`src/rtl/seq_1001_tx.sv`:
```
// seq_1001_tx: serial stimulus transmitter for an overlapping "1001" Moore
// detector. Parallel words are accepted over valid/ready and shifted out
// MSB-first on Sout. A golden model watches every bit on the line, including
// idle bits, and produces the expected detector output and a match count.
module seq_1001_tx #(
    parameter int unsigned WIDTH    = 8,
    parameter int unsigned CNT_W    = 8,
    parameter logic        IDLE_LVL = 1'b0
) (
    input  logic             clk,
    input  logic             reset,
    input  logic             load_valid,
    input  logic [WIDTH-1:0] din,
    output logic             load_ready,
    output logic             Sout,
    output logic             busy,
    output logic             done,
    output logic             exp_match,
    output logic [CNT_W-1:0] match_cnt
);

    localparam int unsigned IDX_W = (WIDTH > 1) ? $clog2(WIDTH) : 1;

    typedef enum logic [1:0] {
        ST_IDLE,
        ST_SHIFT,
        ST_DONE
    } state_t;

    state_t             state_q;
    logic [WIDTH-1:0]   shreg_q;
    logic [IDX_W-1:0]   idx_q;
    logic               sout_q;
    logic               done_q;

    logic [2:0]         hist_q;
    logic               match_q;
    logic               match_d;
    logic [CNT_W-1:0]   cnt_q;
    logic [CNT_W-1:0]   cnt_d;

    // Golden next-state: match on the last four line bits, saturating count.
    always_comb begin
        match_d = ({hist_q, sout_q} == 4'b1001);
        cnt_d   = cnt_q;
        if (match_d && (cnt_q != '1)) begin
            cnt_d = cnt_q + CNT_W'(1);
        end
    end

    // Transmit FSM: the first bit is registered onto Sout at the accepting
    // edge, so shreg_q holds only the bits still to be sent.
    always_ff @(posedge clk) begin
        if (reset) begin
            state_q <= ST_IDLE;
            shreg_q <= '0;
            idx_q   <= '0;
            sout_q  <= IDLE_LVL;
            done_q  <= 1'b0;
        end else begin
            case (state_q)
                ST_IDLE: begin
                    done_q <= 1'b0;
                    sout_q <= IDLE_LVL;
                    if (load_valid) begin
                        sout_q  <= din[WIDTH-1];
                        shreg_q <= din << 1;
                        idx_q   <= IDX_W'(WIDTH - 1);
                        state_q <= ST_SHIFT;
                    end
                end
                ST_SHIFT: begin
                    if (idx_q == '0) begin
                        sout_q  <= IDLE_LVL;
                        done_q  <= 1'b1;
                        state_q <= ST_DONE;
                    end else begin
                        sout_q  <= shreg_q[WIDTH-1];
                        shreg_q <= shreg_q << 1;
                        idx_q   <= idx_q - IDX_W'(1);
                    end
                end
                ST_DONE: begin
                    done_q  <= 1'b0;
                    sout_q  <= IDLE_LVL;
                    state_q <= ST_IDLE;
                end
                default: begin
                    done_q  <= 1'b0;
                    sout_q  <= IDLE_LVL;
                    state_q <= ST_IDLE;
                end
            endcase
        end
    end

    // Golden detector model: tracks every line bit regardless of FSM state.
    always_ff @(posedge clk) begin
        if (reset) begin
            hist_q  <= 3'b000;
            match_q <= 1'b0;
            cnt_q   <= '0;
        end else begin
            hist_q  <= {hist_q[1:0], sout_q};
            match_q <= match_d;
            cnt_q   <= cnt_d;
        end
    end

    assign load_ready = (state_q == ST_IDLE);
    assign busy       = (state_q == ST_SHIFT);
    assign Sout       = sout_q;
    assign done       = done_q;
    assign exp_match  = match_q;
    assign match_cnt  = cnt_q;

endmodule

```
`config.mk`:
```
export PLATFORM = sky130hd
export DESIGN_NAME = seq_1001_tx
export DESIGN_NICKNAME = d
export VERILOG_FILES = /design/src/rtl/seq_1001_tx.sv
export SDC_FILE = /design/constraint.sdc
export NUM_CORES = 1
export LEC_CHECK = 0
export ABC_AREA = 1
export ABC_CLOCK_PERIOD_IN_PS = 1600
export CORE_ASPECT_RATIO = 0.9
export CORE_MARGIN = 8
export CORE_UTILIZATION = 45
export CTS_CLUSTER_SIZE = 12
export DETAILED_ROUTE_END_ITERATION = 10
export PLACE_DENSITY = 0.71
export SYNTH_ARGS = -nofsm -noshare
export SYNTH_HDL_FRONTEND = slang
export SYNTH_SLANG_ARGS = --single-unit
```
`constraint.sdc`:
```
create_clock -name clk -period 1.6 [get_ports clk]
set_input_delay 0.24 -clock clk [delete_from_list [all_inputs] [get_ports clk]]
set_output_delay 0.24 -clock clk [all_outputs]
set_load 0.02 [all_outputs]
```
==> key figures, run 1 <==
Status
  – Result of the run: finished, final reports clean

Yosys
  – Yosys synthesis warning count: 0
  – Synthesized cell area: 0.00121 mm^2
  – Most instantiated library cell after synthesis: nand2_1
  – EDFF count, synth: 0
  – Avg Cell Area, Syn: 7.24 um^2
  – Yosys cell types: 22
  – Top area cells in the synthesized netlist: dfxtp_1 43%, nand2_1 11%, inv_1 7.1%
  – Yosys top cell area share: 43.1%
  – Async SR Flop Fraction: 0%
  – Seq cells post-synth: 26
  – Share of synthesized area occupied by flip-flops and latches: a little over two fifths
  – Top cell type by total area after synthesis: dfxtp_1
  – Commonest cells in the netlist: 37 x nand2_1, 26 x dfxtp_1, 23 x inv_1, 15 x nor2_1
  – Syn nets: between 150 and 200
  – Post-Synthesis Cells: 167
  – Main flop type after synthesis: dfxtp_1

Placement
  – DP HPWL: 1.82 mm
  – Final RePlAce weighted congestion: 0.795
  – Port Buffer Count: 23
  – Worst slack at placement: between 0.2 and 0.25 ns
  – Post-Place Cell Area: 0.00146 mm^2

Critical path
  – WP data arrival: 1.27 ns
  – Buf+Inv Stages, Crit Path: 1
  – Critical-path cell with the highest stage delay: clkdlybuf4s50_1
  – Maximum fanout count along the critical path: 2
  – Critical path startpoint category: flip-flop
  – Largest stage delay on the critical path: 0.60 ns
  – CP required: approximately 1.4 ns
  – Delay-heaviest family, CP: buffers and inverters
  – Type of the worst setup path: flip-flop to output pin
  – Critical-path cell list: clkdlybuf4s50_1
  – Setup slack, reg-to-reg: 0.21 ns
  – Nature of the critical path endpoint: output pin

Clock tree
  – Buffer type at the clock tree root: clkbuf_4
  – Maximum clock insertion buffer count: 2
  – CTS tree: built
  – Hold-fix buffer count after cts: 0
  – Number of H-tree levels: 1
  – Worst-skew pair later-pin latency: just over 0.3 ns
  – CTS clk-pin slew, worst paths: 0.13 ns
  – TritonCTS Buffers: 3
  – Number of clock sinks: 26

Route
  – Vias per std cell: ~5.0
  – Pre-Repair DR Iteration Count: 5
  – Detailed-route wire length per cell: 10.8 um
  – Routed WL: 2.38 mm
  – DRT iter0 DRCs: 84
  – Vias: 1101
  – Detail Route Antenna Nets: 0
  – Number of design rule violations left after detail routing: 0

Final layout
  – Number of nets in the final layout: between 200 and 250
  – Final antenna diode count: 0
  – Area growth syn-to-layout: 22.5%
  – Cell area after layout: 0.00148 mm^2
  – Share of layout cells above drive strength 1: 12.6%

Global route
  – Via count of the first global-routing pass: 1002
  – First-pass GRT wire length: between 4 and 5 mm
  – Initial antenna violation count: 0
  – Remaining Overflow, GRT: 0
  – Global router's overall resource usage: 10.5%
  – Largest net degree at the start of global routing: 17

STA
  – Final hold violation count: 0
  – Pin slew with the least headroom to its limit: roughly 0.26 ns
  – Fin Setup TNS: 0 ns
  – Maximum clock frequency: 663 MHz
  – Number of setup violations in the final report: 0
  – Min Clock Period, post-route: 1.51 ns
  – RSZ-0062 raised after global routing: no
  – Slew HR: 82.8%
  – Fin worst setup slack: 0.0923 ns
  – Max-slew violation total from the final report: 0
  – Fraction of the cycle the final worst path needs: 94.2%
  – Max Clock Skew: 0.00183 ns

Floorplan
  – Initial core utilization: 45.5%
  – Core box area: 0.00266 mm^2
  – DIE WIDTH: 70.6 um
  – Placement Rows: 18
  – Number of primary I/O pins: 24
  – Die span in y: about 65 um
  – Full die area: 0.00460 mm^2

Run
  – Number of max-cap violations: 0

Power and ir drop
  – Leak Pwr: ~0.70 nW
  – PD cells: 831 mW/mm^2
  – VDD IR max: 543 uV

Hold path
  – Hold Crit Class: flip-flop to flip-flop
==> power by group <==
group	internal, W	switching (W)
sequential	0.000692	0.0000193
combinational	0.0000989	0.000150
clock	0.0000880	0.000183
total	0.000878	0.000352
==> logic make-up after synthesis <==
logic type | share of synthesized area (%)
AO/OA/AOI/OAI | 11.4
flip-flops | 43.1
AND/OR/NAND/NOR | 31.4
adder cells (fa/ha/maj) | 3.11
buffers and inverters | 11.1
==> area by class of cell <==
| cell class | instances | area, um^2 |
|---|---|---|
| clock buffers | 3 | 22.5 |
| fillers | 253 | 1180 |
| inverters | 28 | 110 |
| multi-input cells | 110 | 554 |
| flip-flops and latches | 26 | 520 |
| well taps | 30 | 37.5 |
| repair buffers | 24 | 235 |
==> registers in the layout, indices dropped and copies added (netlist names) <==
register / flops
exp_match: 1
match_cnt: 8
state_q: 2
hist_q: 3
Sout: 1
shreg_q: 7
done: 1
idx_q: 3
==> layout by cell type (no fill, tap or decap), drive strengths merged <==
| master | instances |
|---|---|
| nand2 | 45 |
| nand4 | 2 |
| inv | 27 |
| clkinv | 1 |
| nor3 | 2 |
| ha | 3 |
| or2 | 1 |
| clkdlybuf4s50 | 12 |
| dlymetal6s2s | 3 |
| a21oi | 8 |
| nor2 | 19 |
| o21ai | 18 |
| dfxtp | 26 |
| nand3 | 12 |
| dlygate4sd2 | 8 |
| buf | 1 |
| clkbuf | 3 |
==> stage by stage <==
| stage | util (%) | std cells | hold WS [ns] | power [W] |
|---|---|---|---|---|
| finish | 55.7 | 221 | 0.435 | 0.00123 |
| global route | 55.7 | 221 | 0.459 | 0.00132 |
| CTS | 55.4 | 221 | 0.435 | 0.00125 |
| detailed placement | 54.9 | 218 | 0.414 | 0.000981 |
| global placement | 54.9 | 218 | 0.407 | 0.000973 |
| floorplan | - | 167 | 0.386 | 0.000905 |
==> worst paths after layout <==
check	from	end	depth (start not counted)
setup / recovery	done	done	1
hold / removal	hist_q[0]	hist_q[1]	2
setup reg to reg	match_cnt[0]	match_cnt[3]	6
hold reg to reg	hist_q[0]	hist_q[1]	2
==> repair_timing <==
item	4_1_cts	5_1_grt
resized for setup	8	3
buffers inserted	0	0
endpoints found under the setup margin	8	3
==> routing by layer <==
metal / vias up / share of wire, % / global-route usage [%]
met4: 0 / 0.63 / 4.15
met5: - / 0 / 0
li1: 570 / - / -
met1: 502 / 45 / 11.1
met3: 2 / 6.0 / 4.86
met2: 27 / 49 / 17.9
No activity file was read; power rests on OpenSTA's default activity.
==> inputs of run 2 (changes only) <==
--- a/config.mk
+++ b/config.mk
@@ -5,14 +5,14 @@
 export SDC_FILE = /design/constraint.sdc
 export NUM_CORES = 1
 export LEC_CHECK = 0
-export ABC_AREA = 1
+export ABC_AREA = 0
 export ABC_CLOCK_PERIOD_IN_PS = 1600
 export CORE_ASPECT_RATIO = 0.9
 export CORE_MARGIN = 8
 export CORE_UTILIZATION = 45
 export CTS_CLUSTER_SIZE = 12
 export DETAILED_ROUTE_END_ITERATION = 10
-export PLACE_DENSITY = 0.71
+export PLACE_DENSITY = 0.72
 export SYNTH_ARGS = -nofsm -noshare
 export SYNTH_HDL_FRONTEND = slang
 export SYNTH_SLANG_ARGS = --single-unit
==> run 2 against run 1 <==
Effect of this change: synthesized cell count is 25% lower; first-iteration DRC count is 49% lower; design area is 1.4% higher; cell count is 16% lower; worst hold slack better by 0.030 ns; global-route usage is 1.5 points higher; utilization is 6.7 points higher; critical endpoint is now match_cnt[5].
==> key figures, run 2 <==
Clock tree
  – Buffer type at the clock tree root: clkbuf_4
  – TritonCTS Buffers: 3 (unchanged)
  – Maximum clock insertion buffer count: 2 (unchanged)
  – CTS tree: built
  – CTS clk-pin slew, worst paths: 0.15 ns (+0.02 ns)
  – Number of H-tree levels: 1 (unchanged)
  – Worst-skew pair later-pin latency: 0.33 ns (+0.02 ns)
  – Number of clock sinks: 26 (unchanged)

Yosys
  – Mux cell area share after synthesis: 1.80% (+1.8 points)
  – EDFF count, synth: 0 (unchanged)
  – Most instantiated library cell after synthesis: dfxtp_1
  – Synthesized cell area: 0.00111 mm^2 (-7.9%)
  – Syn nets: 139 (-23%)
  – Share of synthesized area occupied by flip-flops and latches: 46.7% (+3.7 points)
  – Fraction of the mapped netlist area in simple logic gates: 29.1% (-2.3 points)
  – Top cell type by total area after synthesis: dfxtp_1
  – Synth Area in XOR/XNOR: 1.57% (+1.6 points)
  – Area fraction in compound gates after synthesis: 13.9% (+2.5 points)
  – Yosys top cell area share: 46.7% (+3.7 points)
  – Synthesized-area fraction occupied by adder cells: 3.37% (+0.27 points)
  – Avg Cell Area, Syn: 8.91 um^2 (+23%)
  – Async SR Flop Fraction: 0% (unchanged)
  – Post-Synthesis Cells: 125 (-25%)
  – Main flop type after synthesis: dfxtp_1
  – Largest family of logic cells by synthesized area: simple AND/OR/NAND/NOR gates
  – Top area cells in the synthesized netlist: dfxtp_1 47%, nor2_1 6.1%, a311oi_1 5.5%
  – Seq cells post-synth: 26 (unchanged)
  – Commonest cells in the netlist: 26 x dfxtp_1, 18 x nor2_1, 16 x nand2_1, 7 x a311oi_1, 7 x nor3_1
  – Yosys cell types: 33 (+50%)
  – Yosys synthesis warning count: 0 (unchanged)

Critical path
  – CP required: 1.88 ns (+0.52 ns)
  – Nature of the critical path endpoint: flip-flop
  – WP data arrival: 1.81 ns (+0.54 ns)
  – Buf+Inv Stages, Crit Path: 0 (-1)
  – Critical path startpoint category: flip-flop
  – Endpoint of the most critical register-to-register path: match_cnt[5]
  – Critical-path cell list: nand4bb_4 > or2_4 > or4_1 > a21oi_1
  – Setup slack, reg-to-reg: 0.06 ns (-0.15 ns)
  – Delay-heaviest family, CP: simple AND/OR/NAND/NOR gates
  – Reg2Reg Depth: 4 (-2)
  – Worst R2R Start: hist_q[1]
  – Maximum fanout count along the critical path: 4 (+2)
  – Type of the worst setup path: flip-flop to flip-flop
  – Largest stage delay on the critical path: 0.49 ns (-0.11 ns)
  – Critical-path cell with the highest stage delay: or4_1

Global route
  – First-pass GRT wire length: 4.15 mm (+2.7%)
  – Global router's overall resource usage: 12.0% (+1.5 points)
  – Largest net degree at the start of global routing: 19 (+2)
  – Remaining Overflow, GRT: 0 (unchanged)
  – Initial antenna violation count: 0 (unchanged)
  – Via count of the first global-routing pass: 932 (-7.0%)

Floorplan
  – Placement Rows: 17 (-1)
  – Initial core utilization: 46.3% (+0.85 points)
  – Number of primary I/O pins: 24 (unchanged)
  – Full die area: 0.00432 mm^2 (-6.0%)
  – Core box area: 0.00240 mm^2 (-9.6%)
  – Die span in y: 63.2 um (-3.0%)
  – DIE WIDTH: 68.4 um (-3.1%)

STA
  – Maximum clock frequency: 650 MHz (-2.0%)
  – Min Clock Period, post-route: 1.54 ns (+0.0301 ns)
  – Pin slew with the least headroom to its limit: 0.468 ns (+0.211 ns)
  – Final hold violation count: 0 (unchanged)
  – Fraction of the cycle the final worst path needs: 96.1% (+1.9 points)
  – RSZ-0062 raised after global routing: yes
  – Slew HR: 68.6% (-14 points)
  – Fin worst setup slack: 0.0621 ns (-0.0301 ns)
  – Number of setup violations in the final report: 0 (unchanged)
  – Max Clock Skew: 0.00558 ns (+0.00375 ns)
  – Fin Setup TNS: 0 ns (unchanged)
  – Max-slew violation total from the final report: 0 (unchanged)

Route
  – Number of design rule violations left after detail routing: 0 (unchanged)
  – Detail Route Antenna Nets: 0 (unchanged)
  – Pre-Repair DR Iteration Count: 4 (-1)
  – Vias per std cell: 5.26 (+5.7%)
  – Detailed-route wire length per cell: 13.4 um (+24%)
  – Routed WL: 2.48 mm (+4.2%)
  – Vias: 974 (-12%)
  – DRT iter0 DRCs: 43 (-49%)

Final layout
  – Leading cell type in the layout, fill and taps excluded: dfxtp_1
  – Share of layout cells above drive strength 1: 13.4% (+0.81 points)
  – Number of nets in the final layout: 172 (-17%)
  – Largest register FFs: 8 (unchanged)
  – Final antenna diode count: 0 (unchanged)
  – Top library cells by usage in the layout, fill and taps aside: 26 x dfxtp_1, 18 x nor2_1, 16 x nand2_1, 12 x clkdlybuf4s50_1, 10 x dlygate4sd2_1
  – Fill cell count: 208 (-18%)
  – Area growth syn-to-layout: 34.7%
  – Final Core Density: 62.4% (+6.7 points)

Power and ir drop
  – VDD IR max: 652 uV (+20%)
  – Leak Pwr: 0.622 nW (-11%)
  – PD cells: 962 mW/mm^2 (+16%)
  – Post-route total power: 0.00144 W (+17%)

Hold path
  – Hold Crit Class: input port to flip-flop
  – Min-delay src: din[0]
  – Hold Crit Endpoint: shreg_q[1]
  – WHS Path Cells: 3 (+1)

Run
  – Number of max-cap violations: 0 (unchanged)

Placement
  – Port Buffer Count: 23 (unchanged)
  – Worst slack at placement: -0.305 ns (-0.522 ns)
  – DP HPWL: 1.85 mm (+1.7%)
  – Final RePlAce weighted congestion: 0.802 (+0.94%)

Status
  – Result of the run: finished, final reports clean
==> run 2: worst reg2reg max path, stage by stage, from the launching register on <==
cell       delay, ns
dfxtp_1         0.35
nand4bb_4       0.22
or2_4           0.28
or4_1           0.49
a21oi_1         0.14
==> run 2: what timing repair did <==
item / in CTS / in global routing
pin swaps: 0 / 2
hold buffers: 0 / 0
endpoints found under the setup margin: 19 / 13
gates resized for setup: 12 / 2
setup buffers: 0 / 1
==> run 2: worst max path at each step <==
| stage | startpoint | end | slack, ns | cells past startpoint |
|---|---|---|---|---|
| 2_1_floorplan | Sout | match_cnt[5] | 0.02 | 4 |
| 3_3_place_gp | load_valid | shreg_q[2] | -0.24 | 5 |
| 3_5_place_dp | load_valid | shreg_q[7] | -0.31 | 5 |
| 4_1_cts | idx_q[0] | shreg_q[7] | 0.008 | 6 |
| 5_1_grt | match_cnt[4] | match_cnt[3] | -0.05 | 5 |
| 6_report | hist_q[1] | match_cnt[5] | 0.06 | 4 |
==> run 2: report_power, final <==
| group | internal [W] | switching [W] | total (W) |
|---|---|---|---|
| Clock | 0.000254 | 0.000209 | 0.000463 |
| Combinational | 0.000131 | 0.000130 | 0.000261 |
| Sequential | 0.000692 | 0.0000275 | 0.000719 |
| Total | 0.00108 | 0.000367 | 0.00144 |
==> run 2: layout make-up <==
type,count,area (um^2),area share (%)
clock buffer,3,22.5,1.50
sequential,26,520,34.7
inverter,4,15.0,1.00
tap,28,35.0,2.34
clock inverter,1,30.0,2.00
timing repair buffer,33,308,20.5
multi-input combinational,90,569,37.9
==> run 2: stage by stage <==
step,hold WS [ns],instance area (um^2),instances
after floorplan,0.376,1110,125
after global placement,0.462,1420,180
after detailed placement,0.468,1420,180
after CTS,0.459,1470,184
after global routing,0.458,1500,185
final,0.465,1500,185
==> run 2: cells by family after synthesis <==
kind of cell / after synthesis
adders and majority gates: 3
AOI/OAI and AO/OA: 21
DFF: 26
xor gates and xnor gates: 2
muxes: 2
buffers and inverters: 9
and+or+nand+nor: 62
==> run 2: per-layer routing <==
| metal | up-vias | GRT usage, % | share of wire [%] |
|---|---|---|---|
| met3 | 4 | 4.59 | 5.8 |
| met4 | 0 | 5.63 | 1.5 |
| li1 | 507 | - | - |
| met1 | 442 | 14.8 | 49 |
| met5 | - | 0 | 0 |
| met2 | 21 | 17.7 | 44 |
